--- src/rtl/des3_cbc_ctrl.sv ---
// des3_cbc_ctrl
// Sequencer around the external des3 core. Holds key/IV/mode configuration,
// takes one 64-bit block at a time from a valid/ready input, drives the core,
// waits out its fixed latency, applies the CBC chaining XOR and presents the
// result on a valid/ready output.
//
// Reset asserts asynchronously and releases synchronously through a two-flop
// synchroniser. Every register uses the synchronised reset, so in_ready stays
// low for two clock edges after i_reset falls.

module des3_cbc_ctrl #(
    parameter int CORE_LATENCY = 48
) (
    input  logic        i_clk,
    input  logic        i_reset,
    // configuration
    input  logic        i_cfg_load,
    input  logic [55:0] i_cfg_key1,
    input  logic [55:0] i_cfg_key2,
    input  logic [55:0] i_cfg_key3,
    input  logic [63:0] i_cfg_iv,
    input  logic        i_cfg_decrypt,
    input  logic        i_cfg_cbc,
    // input block stream
    input  logic        i_in_valid,
    input  logic [63:0] i_in_data,
    output logic        o_in_ready,
    // output block stream
    output logic        o_out_valid,
    output logic [63:0] o_out_data,
    input  logic        i_out_ready,
    output logic        o_busy,
    // des3 core interface
    output logic [63:0] o_core_in,
    output logic [55:0] o_core_key1,
    output logic [55:0] o_core_key2,
    output logic [55:0] o_core_key3,
    output logic        o_core_decrypt,
    input  logic [63:0] i_core_out
);

    // state | meaning
    // IDLE  | waiting for a config load or an input block
    // RUN   | block is inside the core, latency counter running
    // DONE  | result presented on the output, waiting for out_ready

    // The counter is loaded with CORE_LATENCY (not CORE_LATENCY-1): core_in
    // becomes stable just after the accepting edge T, core_out is valid just
    // after edge T+CORE_LATENCY, and it is sampled on the following edge.
    localparam int                CNT_W    = $clog2(CORE_LATENCY + 1);
    localparam logic [CNT_W-1:0]  CNT_LOAD = CNT_W'(CORE_LATENCY);

    typedef enum logic [1:0] {
        S_IDLE = 2'd0,
        S_RUN  = 2'd1,
        S_DONE = 2'd2
    } state_t;

    state_t             r_state;
    state_t             w_state_nxt;

    logic               r_rst_meta;
    logic               r_rst_sync;
    logic               w_rst;

    logic [55:0]        r_key1;
    logic [55:0]        r_key2;
    logic [55:0]        r_key3;
    logic               r_decrypt;
    logic               r_cbc;
    logic [63:0]        r_chain;
    logic [63:0]        r_save;
    logic [63:0]        r_core_in;
    logic [63:0]        r_out_data;
    logic               r_out_valid;
    logic [CNT_W-1:0]   r_cnt;

    logic               w_in_ready;
    logic               w_busy;
    logic               w_cfg_take;
    logic               w_accept;
    logic               w_capture;
    logic               w_release;
    logic [63:0]        w_core_in_nxt;
    logic [63:0]        w_result;

    // Reset synchroniser: asserts immediately, releases on the second edge.
    always_ff @(posedge i_clk or posedge i_reset) begin
        if (i_reset) begin
            r_rst_meta <= 1'b1;
            r_rst_sync <= 1'b1;
        end else begin
            r_rst_meta <= 1'b0;
            r_rst_sync <= r_rst_meta;
        end
    end

    assign w_rst = r_rst_sync;

    // Handshake and sequencing events; a config load in IDLE blocks acceptance.
    always_comb begin
        w_cfg_take = (r_state == S_IDLE) && i_cfg_load;
        w_accept   = w_in_ready && i_in_valid;
        w_capture  = (r_state == S_RUN) && (r_cnt == '0);
        w_release  = (r_state == S_DONE) && r_out_valid && i_out_ready;
    end

    // FSM state register.
    always_ff @(posedge i_clk or posedge w_rst) begin
        if (w_rst) begin
            r_state <= S_IDLE;
        end else begin
            r_state <= w_state_nxt;
        end
    end

    // FSM next-state logic.
    always_comb begin
        w_state_nxt = r_state;
        case (r_state)
            S_IDLE: if (w_accept)  w_state_nxt = S_RUN;
            S_RUN:  if (w_capture) w_state_nxt = S_DONE;
            S_DONE: if (w_release) w_state_nxt = S_IDLE;
            default:               w_state_nxt = S_IDLE;
        endcase
    end

    // FSM outputs: ready only in IDLE, out of reset, and with no config load pending.
    always_comb begin
        w_in_ready = (r_state == S_IDLE) && !i_cfg_load && !w_rst;
        w_busy     = (r_state != S_IDLE);
    end

    // Chaining XORs: pre-whitening for CBC encrypt, post-whitening for CBC decrypt.
    always_comb begin
        w_core_in_nxt = (r_cbc && !r_decrypt) ? (i_in_data ^ r_chain) : i_in_data;
        w_result      = (r_cbc &&  r_decrypt) ? (i_core_out ^ r_chain) : i_core_out;
    end

    // Configuration and chain register; config is frozen outside IDLE.
    always_ff @(posedge i_clk or posedge w_rst) begin
        if (w_rst) begin
            r_key1    <= '0;
            r_key2    <= '0;
            r_key3    <= '0;
            r_decrypt <= 1'b0;
            r_cbc     <= 1'b0;
            r_chain   <= '0;
        end else if (w_cfg_take) begin
            r_key1    <= i_cfg_key1;
            r_key2    <= i_cfg_key2;
            r_key3    <= i_cfg_key3;
            r_decrypt <= i_cfg_decrypt;
            r_cbc     <= i_cfg_cbc;
            r_chain   <= i_cfg_iv;
        end else if (w_capture && r_cbc) begin
            // Next block chains on the ciphertext: fresh output when encrypting,
            // the saved input block when decrypting.
            r_chain   <= r_decrypt ? r_save : i_core_out;
        end
    end

    // Input block capture; core_in then holds until the next accepted block.
    always_ff @(posedge i_clk or posedge w_rst) begin
        if (w_rst) begin
            r_save    <= '0;
            r_core_in <= '0;
        end else if (w_accept) begin
            r_save    <= i_in_data;
            r_core_in <= w_core_in_nxt;
        end
    end

    // Core latency down-counter, terminal count at zero.
    always_ff @(posedge i_clk or posedge w_rst) begin
        if (w_rst) begin
            r_cnt <= '0;
        end else if (w_accept) begin
            r_cnt <= CNT_LOAD;
        end else if ((r_state == S_RUN) && (r_cnt != '0)) begin
            r_cnt <= r_cnt - 1'b1;
        end
    end

    // Result register and output valid, held until the sink takes it.
    always_ff @(posedge i_clk or posedge w_rst) begin
        if (w_rst) begin
            r_out_data  <= '0;
            r_out_valid <= 1'b0;
        end else if (w_capture) begin
            r_out_data  <= w_result;
            r_out_valid <= 1'b1;
        end else if (w_release) begin
            r_out_valid <= 1'b0;
        end
    end

    assign o_in_ready     = w_in_ready;
    assign o_busy         = w_busy;
    assign o_out_valid    = r_out_valid;
    assign o_out_data     = r_out_data;
    assign o_core_in      = r_core_in;
    assign o_core_key1    = r_key1;
    assign o_core_key2    = r_key2;
    assign o_core_key3    = r_key3;
    assign o_core_decrypt = r_decrypt;

endmodule

--- config.mk ---
export PLATFORM = sky130hd
export DESIGN_NAME = des3_cbc_ctrl
export DESIGN_NICKNAME = d
export VERILOG_FILES = /design/src/rtl/des3_cbc_ctrl.sv
export SDC_FILE = /design/constraint.sdc
export NUM_CORES = 1
export LEC_CHECK = 0
export ABC_AREA = 1
export CORE_AREA = 2 2 256 258
export CTS_CLUSTER_DIAMETER = 200
export DETAILED_ROUTE_END_ITERATION = 16
export DIE_AREA = 0 0 258 260
export PLACE_DENSITY = 0.61
export SLEW_MARGIN = 5
export SYNTH_ARGS = -nofsm -noshare
export SYNTH_HDL_FRONTEND = slang
export SYNTH_SLANG_ARGS = --single-unit
--- constraint.sdc ---
create_clock -name i_clk -period 34.2 [get_ports i_clk]
set_clock_uncertainty 0.1 [all_clocks]
set_input_delay 6.84 -clock i_clk [delete_from_list [all_inputs] [get_ports i_clk]]
set_output_delay 6.84 -clock i_clk [all_outputs]
set_load 0.05 [all_outputs]
==> results.md, run 1 <==
- RR Startpoint: r_rst_sync
- Hold Vio Cnt, Final: 0
- Sequential fraction of the synthesis area: 54.9%
- Worst min path class: flip-flop to flip-flop
- Num CTS Buffers: 51
- Family with the most delay on the worst path: buffers and inverters
- Synth Flop Type: dfrtp_1
- PnR worst setup slack: 18.81 ns
- Critical path required time: 27.26 ns
- Worst r2r path cells: 4
- First-pass GRT wire length: 101,000 um
- Hold buffers post-CTS: 0
- Final Cycle Share: 45.0%
- Worst-path maximum fanout: 3
- Antenna-violating nets left: 0
- Syn Inst Count: 1,993
- Synth Register Bits: 437
- Total wire length: 66,300 um
- H-tree lvl count: 2
- Root Driver: clkbuf_16
- Mean Syn Cell Area: 10.0 um2
- Gpl congestion: 0.838
- Critical path's slowest cell: clkdlybuf4s50_1
- Reg2Reg Setup Slack: 30.57 ns
- Final setup TNS: 0 ns
- Top cells by area, synth: dfrtp_1 55%, mux2_1 9.0%, nand2_1 8.9%, xor2_1 5.7%, o21ai_1 3.1%
- Rel. slew slack: 24.1%
- Synth top area share: 54.6%
- DP Worst Slack: 18.82 ns
- Drt pass-1 iters: 5
- Worst path cell trace: clkdlybuf4s50_1, nor3_1, clkdlybuf4s50_1
- Hold path depth: 0
- CP Class: input port to output port
- Count of final setup violators: 0
- Max Cap Violations: 0
- Critical Path Source Type: input port
- Pwr per Cell Area: 115 nW/um2
- WL/cell: 18.9 um
- Crit path time final: 15.39 ns
- Worst Path Arrival: 8.45 ns
- Placed inst area: 27,000 um2
- TritonCTS clock tree: done
- Area delta synth->final: 44.3%
- Final instance area: 28,800 um2
- Syn Nets: 2,362
- Max Fclk: 65.0 MHz
- # DRC: 0
- EDFF count, synth: 0
- Mapped cell area: 19,900 um2
- Vias in the first global route: 16,600
- Worst Max-Slew Pin Slew: 1.14 ns
- Clk slew on worst S/H paths: 0.06 ns
- Die Wd: 258 um
- Distinct cells, synth: 30
- Top Ports: 667
- Run status: complete, no violations
- Worst vdd ir: 62.0 uV
- IO buf count: 666
- Die H: 260 um
- Reg2reg end: o_core_key1[21]
- Bufs on Longest Clock Path: 3
- Sink Count: 437
- Worst Path Buf+Inv: 2
- Post-CTS setup buffers: 0
- RSZ-0062 raised after global routing: false
- CP peak stage delay: 0.84 ns
- CP Capture Type: output port
- Total track usage: 19.3%
- Initial Util: 31.1%
- GRT overflow: 0
- Hold path endpoint: r_rst_sync
- Resized cells post-CTS: 0
- Largest net degree at the start of global routing: 128
- Lkg Pwr: 12.7 nW
- Full die area: 67,100 um2
- CP dominant cell by count: clkdlybuf4s50_1
- YS warnings: 0
- Row cnt: 93
- Max-slew violations: 0
- Core ar.: 64,100 um2
- Net count, final: 2,971
- Clock Latency Late Sink: 0.59 ns
- Placed wire-length estimate: 46,400 um
- Vias: 16,200
- DRT iter0 DRCs: 944
- Util after Layout: 44.9%
- Area leader, netlist: dfrtp_1
- Share of layout cells above drive strength 1: 6.24%
- Worst Hold Launch: r_rst_meta
- Initial antenna violation count: 8
- Async SR Flop Fraction: 100%
- Vias/cell: 4.63
==> registers in the layout, summed over array words and instances, names as in the netlist <==
signal and count:
o_out_data 64, r_state 2, o_core_key2 56, r_chain 64
r_rst_sync 1, o_core_key3 56, r_save 64, r_cbc 1
o_out_valid 1, r_rst_meta 1, o_core_key1 56, o_core_in 64
r_cnt 6, o_core_decrypt 1
==> routing by layer <==
| metal | part of all wire (%) | vias to the layer above | track usage [%] | wire [um] |
|---|---|---|---|---|
| met1 | 40 | 7957 | 23.5 | 26800 |
| met3 | 6.8 | 87 | 4.83 | 4540 |
| met2 | 51 | 491 | 34.1 | 33600 |
| met4 | 2.0 | 8 | 5.06 | 1330 |
| met5 | 0.074 | - | 0 | 49 |
| li1 | - | 7676 | - | - |
==> synthesized netlist by cell type (24+ instances only) <==
| library cell | number |
|---|---|
| nand3_2 | 30 |
| nand3_1 | 83 |
| o21ai_1 | 122 |
| clkbuf_1 | 24 |
| nand2_1 | 470 |
| nor2_1 | 101 |
| o21ai_0 | 104 |
| a21oi_1 | 86 |
| buf_6 | 37 |
| buf_2 | 39 |
| mux2_1 | 160 |
| dfrtp_1 | 435 |
| inv_1 | 110 |
| xor2_1 | 129 |
==> worst max path at each step <==
stage / from / to / slack [ns] / depth (start not counted)
after floorplan: i_cfg_load / o_in_ready / 19.32 / 1
after global placement: i_cfg_load / o_in_ready / 18.68 / 3
after detailed placement: i_cfg_load / o_in_ready / 18.82 / 3
after CTS: i_cfg_load / o_in_ready / 18.81 / 3
after global routing: i_cfg_load / o_in_ready / 18.74 / 3
final: i_cfg_load / o_in_ready / 18.81 / 3
==> area by class of cell <==
class,count,area [um2]
Inverter,111,424
Clock inverter,20,274
Clock buffer,75,1520
Fill cell,6055,35400
Antenna cell,5,12.5
Sequential cell,437,10900
Multi-Input combinational cell,1318,7720
Timing Repair Buffer,683,6790
Tap cell,855,1070
==> per-stage QoR <==
| stage | total power, W | hold slack (ns) | instances |
|---|---|---|---|
| CTS | 0.00336 | 0.257 | 3499 |
| global placement | 0.00273 | 0.247 | 3404 |
| floorplan | 0.00215 | 0.245 | 1993 |
| detailed placement | 0.00276 | 0.248 | 3404 |
| finish | 0.00332 | 0.246 | 3504 |
| global route | 0.00351 | 0.260 | 3502 |
==> power by group <==
part           switching [W]  leakage, nW  total (W)  internal [W]
clock               0.000227        0.882   0.000579      0.000353
sequential          0.000163         5.19   0.000946      0.000783
combinational        0.00119         6.61    0.00179      0.000601
total                0.00158         12.7    0.00332       0.00174
==> layout by cell type (no fill, tap or decap), types with 3 or more instances in the layout <==
| master | synthesis | layout |
|---|---|---|
| clkbuf_8 | 0 | 13 |
| buf_4 | 22 | 17 |
| inv_1 | 110 | 108 |
| nor2_1 | 101 | 101 |
| clkbuf_1 | 24 | 10 |
| clkdlybuf4s50_1 | 0 | 666 |
| mux2_4 | 6 | 6 |
| a21oi_1 | 86 | 86 |
| diode_2 | 0 | 5 |
| bufinv_16 | 0 | 6 |
| o21ai_1 | 122 | 122 |
| xor2_1 | 129 | 129 |
| mux2_2 | 3 | 3 |
| nand3_1 | 83 | 83 |
| clkinv_2 | 0 | 9 |
| dfrtp_1 | 435 | 434 |
| mux2_1 | 160 | 160 |
| nand3_2 | 30 | 28 |
| o21ai_0 | 104 | 104 |
| clkbuf_16 | 0 | 52 |
| a21oi_2 | 10 | 10 |
| nand2_1 | 470 | 470 |
==> cell families (layout without fill, tap and decap cells) <==
logic type	count (synthesis)	in the layout	synth area share (%)
compound gates	322	322	8.27
buf+inv	238	889	6.54
mux	169	169	9.66
other cells	1	6	0.0188
simple gates	695	695	14.8
flops	437	437	54.9
xor+xnor	129	129	5.67
fa+ha+maj	2	2	0.126
No activity file was read; power rests on OpenSTA's default activity.
==> run 2, diff against run 1 <==
--- a/config.mk
+++ b/config.mk
@@ -10,7 +10,7 @@
 export CTS_CLUSTER_DIAMETER = 200
 export DETAILED_ROUTE_END_ITERATION = 16
 export DIE_AREA = 0 0 258 260
-export PLACE_DENSITY = 0.61
+export PLACE_DENSITY = 0.63
 export SLEW_MARGIN = 5
 export SYNTH_ARGS = -nofsm -noshare
 export SYNTH_HDL_FRONTEND = slang
==> constraint.sdc (replaced) <==
create_clock -name i_clk -period 12.8 [get_ports i_clk]
set_clock_uncertainty 0.1 [all_clocks]
set_input_delay 2.56 -clock i_clk [delete_from_list [all_inputs] [get_ports i_clk]]
set_output_delay 2.56 -clock i_clk [all_outputs]
set_load 0.05 [all_outputs]
==> run 2 against run 1 <==
- total power grew to 2.6 times the previous value
- non-clock buffer count did not move
- global-route usage decreased by 0.28 points
- largest cell class unchanged
- critical path depth unchanged
==> results.md, run 2 (synthesized netlist as in run 1, its figures left out) <==
- Initial Util: 31.1%
- Critical path required time: 10.14 ns
- Vias: 16,200
- Worst Path Buf+Inv: 2
- Root Driver: clkbuf_16
- Worst Hold Launch: r_rst_meta
- Resized cells post-CTS: 0
- Clk slew on worst S/H paths: 0.06 ns
- Rel. slew slack: 33.4%
- Worst r2r path cells: 5
- Filler cells: 6,066
- Area delta synth->final: 43.9%
- CP Class: input port to output port
- PnR worst setup slack: 5.98 ns
- RR Startpoint: r_state[1]
- Clock Latency Late Sink: 0.59 ns
- Hold path depth: 0
- CP Capture Type: output port
- Die Wd: 258 um
- Family with the most delay on the worst path: buffers and inverters
- Vias/cell: 4.63
- Placed wire-length estimate: 46,300 um
- Largest net degree at the start of global routing: 101
- Vias in the first global route: 16,600
- Worst Max-Slew Pin Slew: 0.999 ns
- Total track usage: 19.1%
- IO buf count: 666
- Hold Vio Cnt, Final: 0
- Pwr per Cell Area: 306 nW/um2
- Row cnt: 93
- Num CTS Buffers: 51
- # DRC: 0
- GRT overflow: 0
- Antenna-violating nets left: 0
- DRT iter0 DRCs: 981
- Lkg Pwr: 12.6 nW
- TritonCTS clock tree: done
- Core ar.: 64,100 um2
- Worst path cell trace: clkdlybuf4s50_1, nor3_1, clkdlybuf4s50_1
- Die H: 260 um
- Share of layout cells above drive strength 1: 6.13%
- Critical path's slowest cell: clkdlybuf4s50_1
- Worst min path class: flip-flop to flip-flop
- Full die area: 67,100 um2
- Most common cell after layout, fill and taps aside: clkdlybuf4s50_1
- Reg2reg end: o_core_key2[0]
- Worst-path maximum fanout: 3
- Drt pass-1 iters: 5
- CP dominant cell by count: clkdlybuf4s50_1
- Worst vdd ir: 162 uV
- Hold path endpoint: r_rst_sync
- Total wire length: 65,600 um
- Max Cap Violations: 0
- Max Fclk: 147 MHz
- RSZ-0062 raised after global routing: false
- Max-slew violations: 0
- Final setup TNS: 0 ns
- Top Ports: 667
- Worst Path Arrival: 4.16 ns
- CP peak stage delay: 0.83 ns
- Critical Path Source Type: input port
- Bufs on Longest Clock Path: 3
- WL/cell: 18.7 um
- Reg2Reg Setup Slack: 9.35 ns
- Post-CTS setup buffers: 0
- Hold buffers post-CTS: 0
- Run status: complete, no violations
- Sink Count: 437
- Initial antenna violation count: 16
- H-tree lvl count: 2
- Count of final setup violators: 0
- First-pass GRT wire length: 99,700 um
- Commonest cells after routing, fill and taps aside: 666 x clkdlybuf4s50_1, 470 x nand2_1, 434 x dfrtp_1
- Gpl congestion: 0.844
- Net count, final: 2,971
- Final Cycle Share: 53.3%
- Crit path time final: 6.82 ns
- Power, Total: 0.00878 W
- DP Worst Slack: 5.98 ns
[run 2: cell types whose count changed in the layout (fill, tap and decap cells not counted)]
cell / delta
diode_2: +6
bufinv_16: -4
clkbuf_1: +2
clkbuf_8: +1
clkinvlp_4: -1
inv_6: +1
[run 2: how the worst max path moves through the flow]
| stage | from | endpoint | slack [ns] | cells past startpoint |
|---|---|---|---|---|
| floorplan | r_rst_sync | o_core_decrypt | 0.25 | 1 |
| global placement | i_cfg_load | o_in_ready | 5.94 | 3 |
| detailed placement | i_cfg_load | o_in_ready | 5.98 | 3 |
| CTS | i_cfg_load | o_in_ready | 5.98 | 3 |
| global route | i_cfg_load | o_in_ready | 5.94 | 3 |
| finish | i_cfg_load | o_in_ready | 5.98 | 3 |
[run 2: routing by layer]
layer | vias up | part of all wire (%) | global-route usage, %
met5 | - | 0.087 | 0
met1 | 7917 | 39 | 22.8
met2 | 535 | 50 | 32.7
met4 | 8 | 2.8 | 6.94
li1 | 7671 | - | -
met3 | 111 | 7.6 | 5.19
[run 2: power by group]
part / internal (W) / switching [W] / total [W] / leakage [nW]
Combinational: 0.00160 / 0.00316 / 0.00476 / 6.61
Sequential: 0.00209 / 0.000471 / 0.00256 / 5.19
Clock: 0.000868 / 0.000593 / 0.00146 / 0.839
Total: 0.00456 / 0.00422 / 0.00878 / 12.6
[run 2: layout make-up]
cell class,count,area (um2),area share (%)
Antenna cell,11,27.5,0.0960
Clock buffer,78,1540,5.37
Clock inverter,16,155,0.541
Inverter,111,424,1.48
Multi-Input combinational cell,1318,7720,26.9
Sequential cell,437,10900,38.2
Tap cell,855,1070,3.73
Timing Repair Buffer,683,6790,23.7
[run 2: metrics by stage]
step / std cells / utilization (%) / hold slack (ns) / cell area, um2
6_report: 3509 / 44.7 / 0.258 / 28700
5_1_grt: 3509 / 44.7 / 0.263 / 28700
4_1_cts: 3498 / 44.7 / 0.258 / 28600
3_5_place_dp: 3404 / 42.0 / 0.248 / 27000
3_3_place_gp: 3404 / 42.0 / 0.248 / 27000
2_1_floorplan: 1993 / - / 0.245 / 19900
==> run 3, diff against run 2 <==
--- a/config.mk
+++ b/config.mk
@@ -6,11 +6,11 @@
 export NUM_CORES = 1
 export LEC_CHECK = 0
 export ABC_AREA = 1
-export CORE_AREA = 2 2 256 258
+export CORE_AREA = 2 2 259 261
 export CTS_CLUSTER_DIAMETER = 200
 export DETAILED_ROUTE_END_ITERATION = 16
-export DIE_AREA = 0 0 258 260
-export PLACE_DENSITY = 0.63
+export DIE_AREA = 0 0 261 263
+export PLACE_DENSITY = 0.6
 export SLEW_MARGIN = 5
 export SYNTH_ARGS = -nofsm -noshare
 export SYNTH_HDL_FRONTEND = slang
==> constraint.sdc (replaced) <==
create_clock -name i_clk -period 6.75 [get_ports i_clk]
set_clock_uncertainty 0.1 [all_clocks]
set_input_delay 1.35 -clock i_clk [delete_from_list [all_inputs] [get_ports i_clk]]
set_output_delay 1.35 -clock i_clk [all_outputs]
set_load 0.05 [all_outputs]
==> run 3 against run 2 <==
- global-route usage up 0.15 points
- register-to-register slack worse by 6.1 ns
- largest cell class unchanged
- via count down 0.14%
- critical path depth unchanged
- combinational power up 90%
==> results.md, run 3 (synthesized netlist as in run 1, its figures left out) <==
- Run status: complete, no violations
- Wire length on met1: 27,100 um
- Filler cells: 6,169
- Critical path required time: 5.30 ns
- Met2 WL post-DR: 32,600 um
- Internal Power: 0.00861 W
- PnR worst setup slack: 2.31 ns
- Vias/cell: 4.62
- Post-CTS setup buffers: 0
- Worst Max-Slew Pin Slew: 1.12 ns
- Net count, final: 2,970
- Switch share: 48.2%
- Num CTS Buffers: 52
- Core ar.: 65,600 um2
- DRT iter0 DRCs: 912
- CP Capture Type: output port
- Worst vdd ir: 452 uV
- Logic gate share of total power: 54.5%
- Hold Vio Cnt, Final: 0
- Max-slew violations: 0
- IO buf count: 666
- H-tree lvl count: 2
- Resized cells post-CTS: 0
- GRT overflow: 0
- Initial Util: 30.4%
- WL/cell: 19.1 um
- Drt pass-1 iters: 5
- Vias: 16,200
- Clk pwr share: 16.4%
- TritonCTS clock tree: done
- Vias in the first global route: 16,700
- Clock Latency Late Sink: 0.58 ns
- Largest net degree at the start of global routing: 154
- Area delta synth->final: 43.9%
- Total wire length: 67,100 um
- Power, Total: 0.0166 W
- Most common cell after layout, fill and taps aside: clkdlybuf4s50_1
- Psw: 0.00803 W
- Pwr per Cell Area: 580 nW/um2
- Top Ports: 667
- Worst min path class: flip-flop to flip-flop
- Die Wd: 261 um
- Row cnt: 94
- Placed wire-length estimate: 47,000 um
- Worst Path Arrival: 2.99 ns
- Sequential share of power: 29.1%
- Full die area: 68,600 um2
- Gpl congestion: 0.877
- Total track usage: 19.2%
- Die H: 263 um
- Max Cap Violations: 0
- Root Driver: clkbuf_16
- Placed instance count: 3,411
- DR top layer: met5
- Clk slew on worst S/H paths: 0.05 ns
- Share of layout cells above drive strength 1: 6.10%
- Antenna-violating nets left: 0
- Commonest cells after routing, fill and taps aside: 666 x clkdlybuf4s50_1, 470 x nand2_1, 434 x dfrtp_1
- Final setup TNS: 0 ns
- First-pass GRT wire length: 102,000 um
- Met3 wire length: 5340 um
- Sink Count: 437
- Worst-path maximum fanout: 3
- Critical Path Source Type: input port
- CP Class: input port to output port
- Hold buffers post-CTS: 0
- Rel. slew slack: 25.6%
- Bufs on Longest Clock Path: 3
- Finished Layout Cells: 3,513
- Count of final setup violators: 0
- # DRC: 0
- Crit path time final: 4.44 ns
- RSZ-0062 raised after global routing: false
- Util after Layout: 43.7%
- Initial antenna violation count: 14
- Max Fclk: 225 MHz
- Final Cycle Share: 65.8%
- Lkg Pwr: 12.6 nW
- DP Worst Slack: 2.32 ns
## run 3: path summary, 6_finish.rpt
| path | start | endpoint | slack (ns) | depth (start not counted) |
|---|---|---|---|---|
| max | i_cfg_load | o_in_ready | 2.31 | 3 |
| min in group asynchronous | r_rst_sync | o_out_data[53] | 0.40 | 1 |
| min | r_rst_meta | r_rst_sync | 0.26 | 0 |
| max in group asynchronous | r_rst_sync | o_core_key1[18] | 4.66 | 2 |
| max reg2reg | o_core_decrypt | o_out_data[43] | 3.26 | 6 |
| min reg2reg | r_rst_meta | r_rst_sync | 0.26 | 0 |
## run 3: critical path, stage by stage
cell	delay [ns]
clkdlybuf4s50_1	0.56
nor3_1	0.25
clkdlybuf4s50_1	0.83
## run 3: area by class of cell
| class | count | area (um2) | share of cell area [%] |
|---|---|---|---|
| clock buffers | 75 | 1520 | 5.30 |
| repair buffers | 681 | 6840 | 23.9 |
| flip-flops and latches | 437 | 10900 | 38.1 |
| diodes | 8 | 20.0 | 0.0698 |
| clock inverters | 19 | 135 | 0.471 |
| well taps | 864 | 1080 | 3.77 |
| inverters | 111 | 420 | 1.47 |
| multi-input cells | 1318 | 7720 | 26.9 |
## run 3: per-layer routing
metal | GRT usage, % | vias up
met5 | 0 | -
met4 | 6.28 | 12
met3 | 6.10 | 113
met2 | 32.4 | 496
met1 | 23.1 | 7922
li1 | - | 7676
## run 3: stage by stage
step           hold WS [ns]  area, um2
2_1_floorplan         0.245      19900
3_3_place_gp          0.249      27000
5_1_grt               0.264      28700
6_report              0.256      28700
4_1_cts               0.259      28700
3_5_place_dp          0.247      27000
## run 3: power by group through the flow
stage | Clock, W | Combinational, W | Sequential [W]
2_1_floorplan | 0 | 0.00301 | 0.00789
3_3_place_gp | 0 | 0.00903 | 0.00482
3_5_place_dp | 0 | 0.00912 | 0.00488
4_1_cts | 0.00282 | 0.00915 | 0.00486
5_1_grt | 0.00293 | 0.00967 | 0.00503
6_report | 0.00273 | 0.00906 | 0.00485
